`src/rtl/spart_pkg.sv`:
```
// Shared types and constants for the SPART bus-side controller.
// Optional build macro used by this slice: SPART_DIV_READBACK_EN.
package spart_pkg;

  // Register map seen from the processor bus
  typedef enum logic [1:0] {
    ADDR_DATA   = 2'b00,
    ADDR_STATUS = 2'b01,
    ADDR_DBL    = 2'b10,
    ADDR_DBH    = 2'b11
  } addr_t;

  // Divisor load sequencing: the low byte is staged until the high byte commits
  typedef enum logic {
    RUN     = 1'b0,
    LO_PEND = 1'b1
  } div_state_t;

  // Bit positions inside the status byte
  localparam int unsigned STAT_RDA     = 0;
  localparam int unsigned STAT_TBR     = 1;
  localparam int unsigned STAT_LO_PEND = 2;

endpackage

```
`src/rtl/spart_baud_gen.sv`:
```
// Baud divisor register and 16x-baud tick generator.
// A down-counter reloads with (effective divisor - 1) each time it reaches
// zero, so ticks are exactly eff_div cycles apart. A commit loads a new
// divisor, restarts the count and suppresses any tick on that cycle.
// With SPART_DIV_READBACK_EN defined the committed divisor is exported
// so the bus side can read it back.
module spart_baud_gen #(
  parameter int unsigned      DIV_W     = 16,
  parameter logic [DIV_W-1:0] RESET_DIV = 16'd326
) (
  input  logic             clk,
  input  logic             rst,
  input  logic             commit_i,
  input  logic [DIV_W-1:0] new_div_i,
  output logic             enable_o
`ifdef SPART_DIV_READBACK_EN
  ,
  output logic [DIV_W-1:0] divisor_o
`endif
);

  logic [DIV_W-1:0] div_q, div_d;
  logic [DIV_W-1:0] cnt_q, cnt_d;
  logic             enable_q, enable_d;

  // Divisors of 0 and 1 both behave as 1 (tick every cycle)
  function automatic logic [DIV_W-1:0] reload(input logic [DIV_W-1:0] d);
    return (d == '0) ? '0 : d - DIV_W'(1);
  endfunction

  // Next-state: commit wins over the counter, otherwise count down and wrap
  always_comb begin
    div_d    = div_q;
    cnt_d    = cnt_q;
    enable_d = 1'b0;
    if (commit_i) begin
      div_d = new_div_i;
      cnt_d = reload(new_div_i);
    end else if (cnt_q == '0) begin
      enable_d = 1'b1;
      cnt_d    = reload(div_q);
    end else begin
      cnt_d = cnt_q - DIV_W'(1);
    end
  end

  // State registers; reset restarts the count from the reset divisor
  always_ff @(posedge clk) begin
    if (rst) begin
      div_q    <= RESET_DIV;
      cnt_q    <= reload(RESET_DIV);
      enable_q <= 1'b0;
    end else begin
      div_q    <= div_d;
      cnt_q    <= cnt_d;
      enable_q <= enable_d;
    end
  end

  assign enable_o = enable_q;
`ifdef SPART_DIV_READBACK_EN
  assign divisor_o = div_q;
`endif

endmodule

```
`src/rtl/spart_bus_ctrl.sv`:
```
// SPART bus-side controller: decodes processor accesses, produces the
// receiver/transmitter strobes, drives the read path and sequences the
// two-byte divisor load into the baud generator.
// Optional build macro: SPART_DIV_READBACK_EN (divisor readback on 10/11).
module spart_bus_ctrl
  import spart_pkg::*;
#(
  parameter int unsigned      DIV_W     = 16,
  parameter logic [DIV_W-1:0] RESET_DIV = 16'd326
) (
  input  logic       clk,
  input  logic       rst,
  input  logic       iocs,
  input  logic       iorw,
  input  logic [1:0] addr,
  input  logic [7:0] db_in,
  output logic [7:0] db_out,
  output logic       db_oe,
  input  logic [7:0] rx_data,
  input  logic       rda,
  input  logic       tbr,
  output logic       rx_rd,
  output logic       tx_wr,
  output logic [7:0] tx_byte,
  output logic       enable,
  output logic       lo_pend
);

  addr_t      addr_e;
  logic       rd_acc, wr_acc;
  logic       rd_data, wr_data, wr_dbl, wr_dbh;
  div_state_t state_q, state_d;
  logic [7:0] shadow_lo_q, shadow_lo_d;
  logic       rx_rd_q, tx_wr_q;
  logic [7:0] tx_byte_q;
  logic [7:0] status;
  logic [7:0] rd_mux;
  logic [DIV_W-1:0] new_div;
`ifdef SPART_DIV_READBACK_EN
  logic [DIV_W-1:0] divisor;
`endif

  assign addr_e  = addr_t'(addr);
  assign rd_acc  = iocs & iorw;
  assign wr_acc  = iocs & ~iorw;
  assign rd_data = rd_acc && (addr_e == ADDR_DATA);
  assign wr_data = wr_acc && (addr_e == ADDR_DATA);
  assign wr_dbl  = wr_acc && (addr_e == ADDR_DBL);
  assign wr_dbh  = wr_acc && (addr_e == ADDR_DBH);
  assign new_div = DIV_W'({db_in, shadow_lo_q});

  // Divisor load FSM: stage the low byte, commit on the high-byte write
  always_comb begin
    state_d     = state_q;
    shadow_lo_d = shadow_lo_q;
    if (wr_dbl) begin
      shadow_lo_d = db_in;
      state_d     = LO_PEND;
    end else if (wr_dbh) begin
      state_d = RUN;
    end
  end

  // Registered strobes, transmit byte and divisor staging state
  always_ff @(posedge clk) begin
    if (rst) begin
      state_q     <= RUN;
      shadow_lo_q <= RESET_DIV[7:0];
      rx_rd_q     <= 1'b0;
      tx_wr_q     <= 1'b0;
      tx_byte_q   <= 8'h00;
    end else begin
      state_q     <= state_d;
      shadow_lo_q <= shadow_lo_d;
      rx_rd_q     <= rd_data & rda;
      tx_wr_q     <= wr_data & tbr;
      if (wr_data && tbr) begin
        tx_byte_q <= db_in;
      end
    end
  end

  // Status byte assembled from live flags plus the staging state
  always_comb begin
    status               = 8'h00;
    status[STAT_RDA]     = rda;
    status[STAT_TBR]     = tbr;
    status[STAT_LO_PEND] = (state_q == LO_PEND);
  end

  // Read path: combinational so data is valid in the access cycle
  always_comb begin
    rd_mux = 8'h00;
    case (addr_e)
      ADDR_DATA:   rd_mux = rx_data;
      ADDR_STATUS: rd_mux = status;
`ifdef SPART_DIV_READBACK_EN
      ADDR_DBL:    rd_mux = (state_q == LO_PEND) ? shadow_lo_q : divisor[7:0];
      ADDR_DBH:    rd_mux = divisor[15:8];
`else
      ADDR_DBL:    rd_mux = 8'h00;
      ADDR_DBH:    rd_mux = 8'h00;
`endif
      default:     rd_mux = 8'h00;
    endcase
  end

  assign db_oe  = rd_acc;
  assign db_out = rd_acc ? rd_mux : 8'h00;

  spart_baud_gen #(
    .DIV_W     (DIV_W),
    .RESET_DIV (RESET_DIV)
  ) u_baud_gen (
    .clk       (clk),
    .rst       (rst),
    .commit_i  (wr_dbh),
    .new_div_i (new_div),
    .enable_o  (enable)
`ifdef SPART_DIV_READBACK_EN
    ,
    .divisor_o (divisor)
`endif
  );

  assign rx_rd   = rx_rd_q;
  assign tx_wr   = tx_wr_q;
  assign tx_byte = tx_byte_q;
  assign lo_pend = (state_q == LO_PEND);

endmodule

```
`config.mk`:
```
export PLATFORM = sky130hd
export DESIGN_NAME = spart_bus_ctrl
export DESIGN_NICKNAME = d
export VERILOG_FILES = /design/src/rtl/spart_pkg.sv /design/src/rtl/spart_baud_gen.sv /design/src/rtl/spart_bus_ctrl.sv
export SDC_FILE = /design/constraint.sdc
export NUM_CORES = 1
export LEC_CHECK = 0
export CAP_MARGIN = 30
export CORE_MARGIN = 2
export CORE_UTILIZATION = 40
export DETAILED_ROUTE_END_ITERATION = 6
export PLACE_DENSITY = 0.64
export SETUP_SLACK_MARGIN = 0.02
export SYNTH_ARGS = -nofsm -noshare
export SYNTH_HDL_FRONTEND = slang
export SYNTH_SLANG_ARGS = --single-unit
```
`constraint.sdc`:
```
create_clock -name clk -period 2.75 [get_ports clk]
set_input_delay 0.55 -clock clk [delete_from_list [all_inputs] [get_ports clk]]
set_output_delay 0.55 -clock clk [all_outputs]
set_load 0.02 [all_outputs]
```
* After elaboration in Yosys (flattened, before gate mapping)
Index checks and enable logic that the tools add are counted.
W data, S select, Z words.
** Word-level totals
- Flip-flop bits (word level) :: 52
- Latch bits :: 0
- Bits in writable memories :: 0
- ROM bits :: 0
- Input bits :: 24
- Output and inout port bits :: 21
- Word-level logic and storage cells :: 40
- Memories kept :: 0
** Operators by class
- Add/subtract/negate cells :: 3
- $mul :: 0
- Divide/modulo/power cells :: 0
- Magnitude comparators :: 0
- Equal/unequal tests :: 3
- Shift operators :: 0
- Mux-type cells :: 9
- Bitwise operators :: 5
- Reductions and logical operators :: 12
** Operators with widths (count)
- $mux W16 :: 4
- $logic_not A16 Y1 :: 3
- $sub A16 B1 Y16 const B :: 3
- $pmux W8 S3 :: 1
- $mux W8 :: 1
- $logic_and A1 B1 Y1 :: 5
- $and A1 B1 Y1 :: 4
- $eq A2 B2 Y1 const B :: 2
- $reduce_or A2 Y1 :: 2
- $mux W1 :: 3
- $eq A2 B1 Y1 const B :: 1
- $logic_not A2 Y1 :: 1
- $reduce_bool A2 Y1 :: 1
- $not A1 Y1 :: 1

* Depth between registers and ports, before layout
Gate-level depths: netlist (run 1).
- Word-level depth :: 5
- Gate-level depth with buffers :: 9
- Mapped depth without buffers :: 7

* Modules after synthesis
From an unflattened synthesis (run 1), not the netlist that was laid out.
** Second synthesis, totals
- Cell total of the unflattened synthesis :: 349
- Area total of the unflattened synthesis :: 3183.1 µm²
** By module, submodules not included
- spart_baud_gen :: instances 1, cells each 256, area each 2249.7 µm², sequential area each 660.6 µm²
- spart_bus_ctrl :: instances 1, cells each 93, area each 933.4 µm², sequential area each 380.4 µm²

* Worst setup path before layout (run 1)
OpenSTA, ideal clock, no wires.
- Kind :: input port to flip-flop
- From :: input port db_in[2]
- To :: register u_baud_gen.cnt_q[15]
- Setup time :: 0.058 ns
- Arrival :: 1.856 ns
- Data required time :: 2.692 ns
- Slack :: 0.837 ns
- Cell stages on the path :: 6
- Path buffers :: 1
- Cells stage by stage :: buf_2 -> nor4_1 -> nand2_2 -> or4_1 -> a21oi_1 -> a211o_1
** On the way
- Word-level cells in the longest chain between the ends :: 3
- Elaborated cells between the ends (all ways) :: 4
- Classes of those cells :: 1 x add/sub; 2 x mux; 1 x reduce/logical
** RTL lines
- start: declaration :: RTL line spart_bus_ctrl.sv:16 : input logic [7:0] db_in,
- $sub A16 B1 Y16 / $logic_not A16 Y1 (equally long branches) :: RTL line spart_baud_gen.sv:28 : return (d == '0) ? '0 : d - DIV_W'(1);
- $mux W16 (*) :: RTL line spart_baud_gen.sv:28
- $mux W16 (*) :: RTL line spart_baud_gen.sv:36 : if (commit_i) begin
- end signal: assignment :: RTL line spart_baud_gen.sv:51 : cnt_q <= reload(RESET_DIV);
- end signal: assignment :: RTL line spart_baud_gen.sv:55 : cnt_q <= cnt_d;
- end: declaration :: RTL line spart_baud_gen.sv:23 : logic [DIV_W-1:0] cnt_q, cnt_d;
Mark *: on every way between the ends. The rest lies on a longest branch, timed or not.
A chain may end at the register's enable or synchronous reset.

* Final worst setup path (run 1)
- From :: input port iorw
- To :: output port db_out[5]
** On the way
- Word-level cells in the longest chain between the ends :: 2
** RTL lines
- start: declaration :: RTL line spart_bus_ctrl.sv:14 : input logic iorw,
- $and A1 B1 Y1 :: RTL line spart_bus_ctrl.sv:44 : assign rd_acc = iocs & iorw;
- $mux W8 :: RTL line spart_bus_ctrl.sv:109 : assign db_out = rd_acc ? rd_mux : 8'h00;
- end: declaration :: RTL line spart_bus_ctrl.sv:17 : output logic [7:0] db_out,
Every way passes these cells.

==> metrics.yaml, run 1 <==
status: "completed"
ys_types: 55
clock_skew_ns: 0.00934
clock_sinks: 52
n_antenna_cell: 0
syn_avg_cell_area_um2: 8.62
p_clk_share_pct: 29.4
first_global_vias: 2623
cts_max_level: 2
die_area_um2: 8090
final_cell_mix: "dfxtp_1, nand2_1, nor2_1, clkdlybuf4s50_1, buf_4"
muxShareOfSynthArea_pct: 6.48
finalPower_uw: 1460
synthAdderAreaFrac_pct: 2.12
synth_xor_area_share_pct: 11.0
cp_common_cell: "and2_1"
fp.dieW_um: 90.0
cp_cell_sequence: "clkdlybuf4s50_1 -> and2_1 -> nand2b_1 -> nor2_2 -> and2_1 -> dlygate4sd2_1"
synth_top_area_share_pct: 35.2
root_buffer: "clkbuf_8"
power_density_nw_per_um2: 392
finalHoldViolCount: 0
grt_max_degree: 19
start_kind: "primary input"
comb_power_share_pct: 15.6
endpoint_kind: "output pin"
syn_nets: 372
track_usage_pct: 18.7
crit_type: "primary input to output pin"
wirelength_mm: 7.30
port_buffers: 44
yosys.area.top_type: "dfxtp_1"
final_area_um2: 3720
vias_per_cell: 5.14
synthFlopType: "dfxtp_1"
path_buf_inv: 2
synthTopCellsByArea: "dfxtp_1, xor2_1, nand2_1"
place.detailed.hpwl_mm: 5.84
cp_slowest_cell: "clkdlybuf4s50_1"
ant_nets: 0
vias: 2598
utilization_pct: 51.6
dr.first_iter.drc_count: 86
hold_path_class: "register to register"
seqPwrFrac_pct: 55.0
post-place-ws_ns: -0.0813
initial_utilization_pct: 41.0
ys_seq_area_share_pct: 35.2
grt_antenna_before_repair: 0
area_growth_pct: 26.0
synth-compound-area-share_pct: 13.2
dr.pass1.iters: 4
wl_per_cell_um: 14.4
placed_area_um2: 3630
synth_top_family_by_area: "simple AND/OR/NAND/NOR gates"
design.core.area_um2: 7210
synth_cells: 343
clockBufferDepth: 2
period_needed_ns: 2.47
placedCellCount: 497
grt_overflow: 0
yosysWarnings: 0
timing.fmax_mhz: 405
drive_gt1_share_pct: 12.8
fin_cells: 505
switching_share_pct: 27.0
ir_drop_uv: 203
fin_nets: 434
critPathTopFamily: "buffers and inverters"
netlist_area_um2: 2960
async_reset_ff_share_pct: 0
worst_slew_pin_slew_ns: 0.808
gp_congestion: 0.847
drc: 0
synth-simple-area-share_pct: 28.9
post-route-period-util_pct: 89.7
p_sw_uw: 394
tritoncts: "yes"
internal_power_uw: 1070
insertion_delay_ns: 0.31
drv_slew: 0
cts_buffers: 5
required_ns: 2.20
finalSetupViolCount: 0
clk_pin_slew_ns: 0.10
synth_seq_cells: 52
slowest_delay_ns: 0.47
grt_pass1_wl_mm: 12.5
ios: 45
cap_viol_max_count: 0
rsz0062_at_grt: "false"
layout_commonest_cell: "dfxtp_1"
setup_ws_ns: 0.283
cp_max_fo: 6
slew_headroom_pct: 45.7
die_height_um: 90.0
cp.arrival_ns: 1.92
synth_edf_count: 0
row_count: 31
power.leakage_uw: 0.00149
==> Yosys cell counts (all sizes together), types with 5 or more instances <==
library cell  count
a21oi            18
a2bb2oi           5
and2              6
buf               8
clkbuf            5
dfxtp            52
ha                5
inv               7
mux2i            18
nand2            52
nand3            12
nand4             6
nor2             43
nor3              5
nor4              9
o21ai             8
xnor2            15
xor2             22
==> per-stage QoR <==
step	hold WS (ns)	setup TNS, ns
after floorplan	0.456	0
after global placement	0.472	-0.103
after detailed placement	0.489	-0.279
after CTS	0.503	0
after global routing	0.519	0
final	0.499	0
==> metal layers <==
metal / global-route usage [%] / vias to the layer above / share of wire (%)
li1: - / 1330 / -
met1: 25.0 / 1188 / 47
met2: 31.1 / 70 / 47
met3: 3.44 / 10 / 4.6
met4: 5.13 / 0 / 1.2
met5: 0 / - / 0
==> logic make-up after synthesis <==
family          after synthesis
mux                          19
simple gates                153
xor+xnor                     37
flops                        52
compound gates               57
fa+ha+maj                     5
buf+inv                      20
==> worst min-delay path: cells and delay by family (launching register included) <==
kind,cells,cell delay (ns)
compound gates,1,0.06
simple gates,1,0.06
flops,1,0.34
==> registers in the layout, indices dropped and copies added (netlist names) <==
| register | flops |
|---|---|
| lo_pend | 1 |
| rx_rd | 1 |
| shadow_lo_q | 8 |
| tx_byte | 8 |
| tx_wr | 1 |
| u_baud_gen.cnt_q | 16 |
| u_baud_gen.div_q | 16 |
| u_baud_gen.enable_o | 1 |
==> worst paths after layout <==
path	startpoint	endpoint	slack, ns	cells past startpoint
hold reg to reg	u_baud_gen.div_q[14]	u_baud_gen.div_q[14]	0.50	2
hold / removal	u_baud_gen.div_q[14]	u_baud_gen.div_q[14]	0.50	2
setup / recovery	iorw	db_out[5]	0.28	6
setup reg to reg	u_baud_gen.div_q[0]	u_baud_gen.cnt_q[6]	0.64	7
==> power by group through the flow <==
stage / Sequential (µW) / Combinational [µW] / Clock (µW)
6_report: 803 / 228 / 430
5_1_grt: 808 / 251 / 477
4_1_cts: 803 / 229 / 441
3_5_place_dp: 820 / 228 / 0
3_3_place_gp: 819 / 226 / 0
2_1_floorplan: 818 / 121 / 0
==> timing repair <==
item / in CTS / in global routing
buffers inserted: 0 / 0
hold buffers: 0 / 0
endpoints found under the setup margin: 5 / 3
gates resized for setup: 6 / 3
==> layout make-up <==
type,count,area [µm²]
clock inverter,3,18.8
fill,726,3490
tap,99,124
clock buffer,5,68.8
timing repair buffer,68,622
sequential,52,1040
inverter,7,26.3
multi-input combinational,271,1820
Power figures use the tool's default switching activity.
==> inputs of run 2 (changes only) <==
--- a/config.mk
+++ b/config.mk
@@ -8,6 +8,7 @@
 export CAP_MARGIN = 30
 export CORE_MARGIN = 2
 export CORE_UTILIZATION = 40
+export CTS_CLUSTER_SIZE = 16
 export DETAILED_ROUTE_END_ITERATION = 6
 export PLACE_DENSITY = 0.64
 export SETUP_SLACK_MARGIN = 0.02
==> results of run 2 <==
No change in the layout: final DEF, timing and power equal those of run 1.
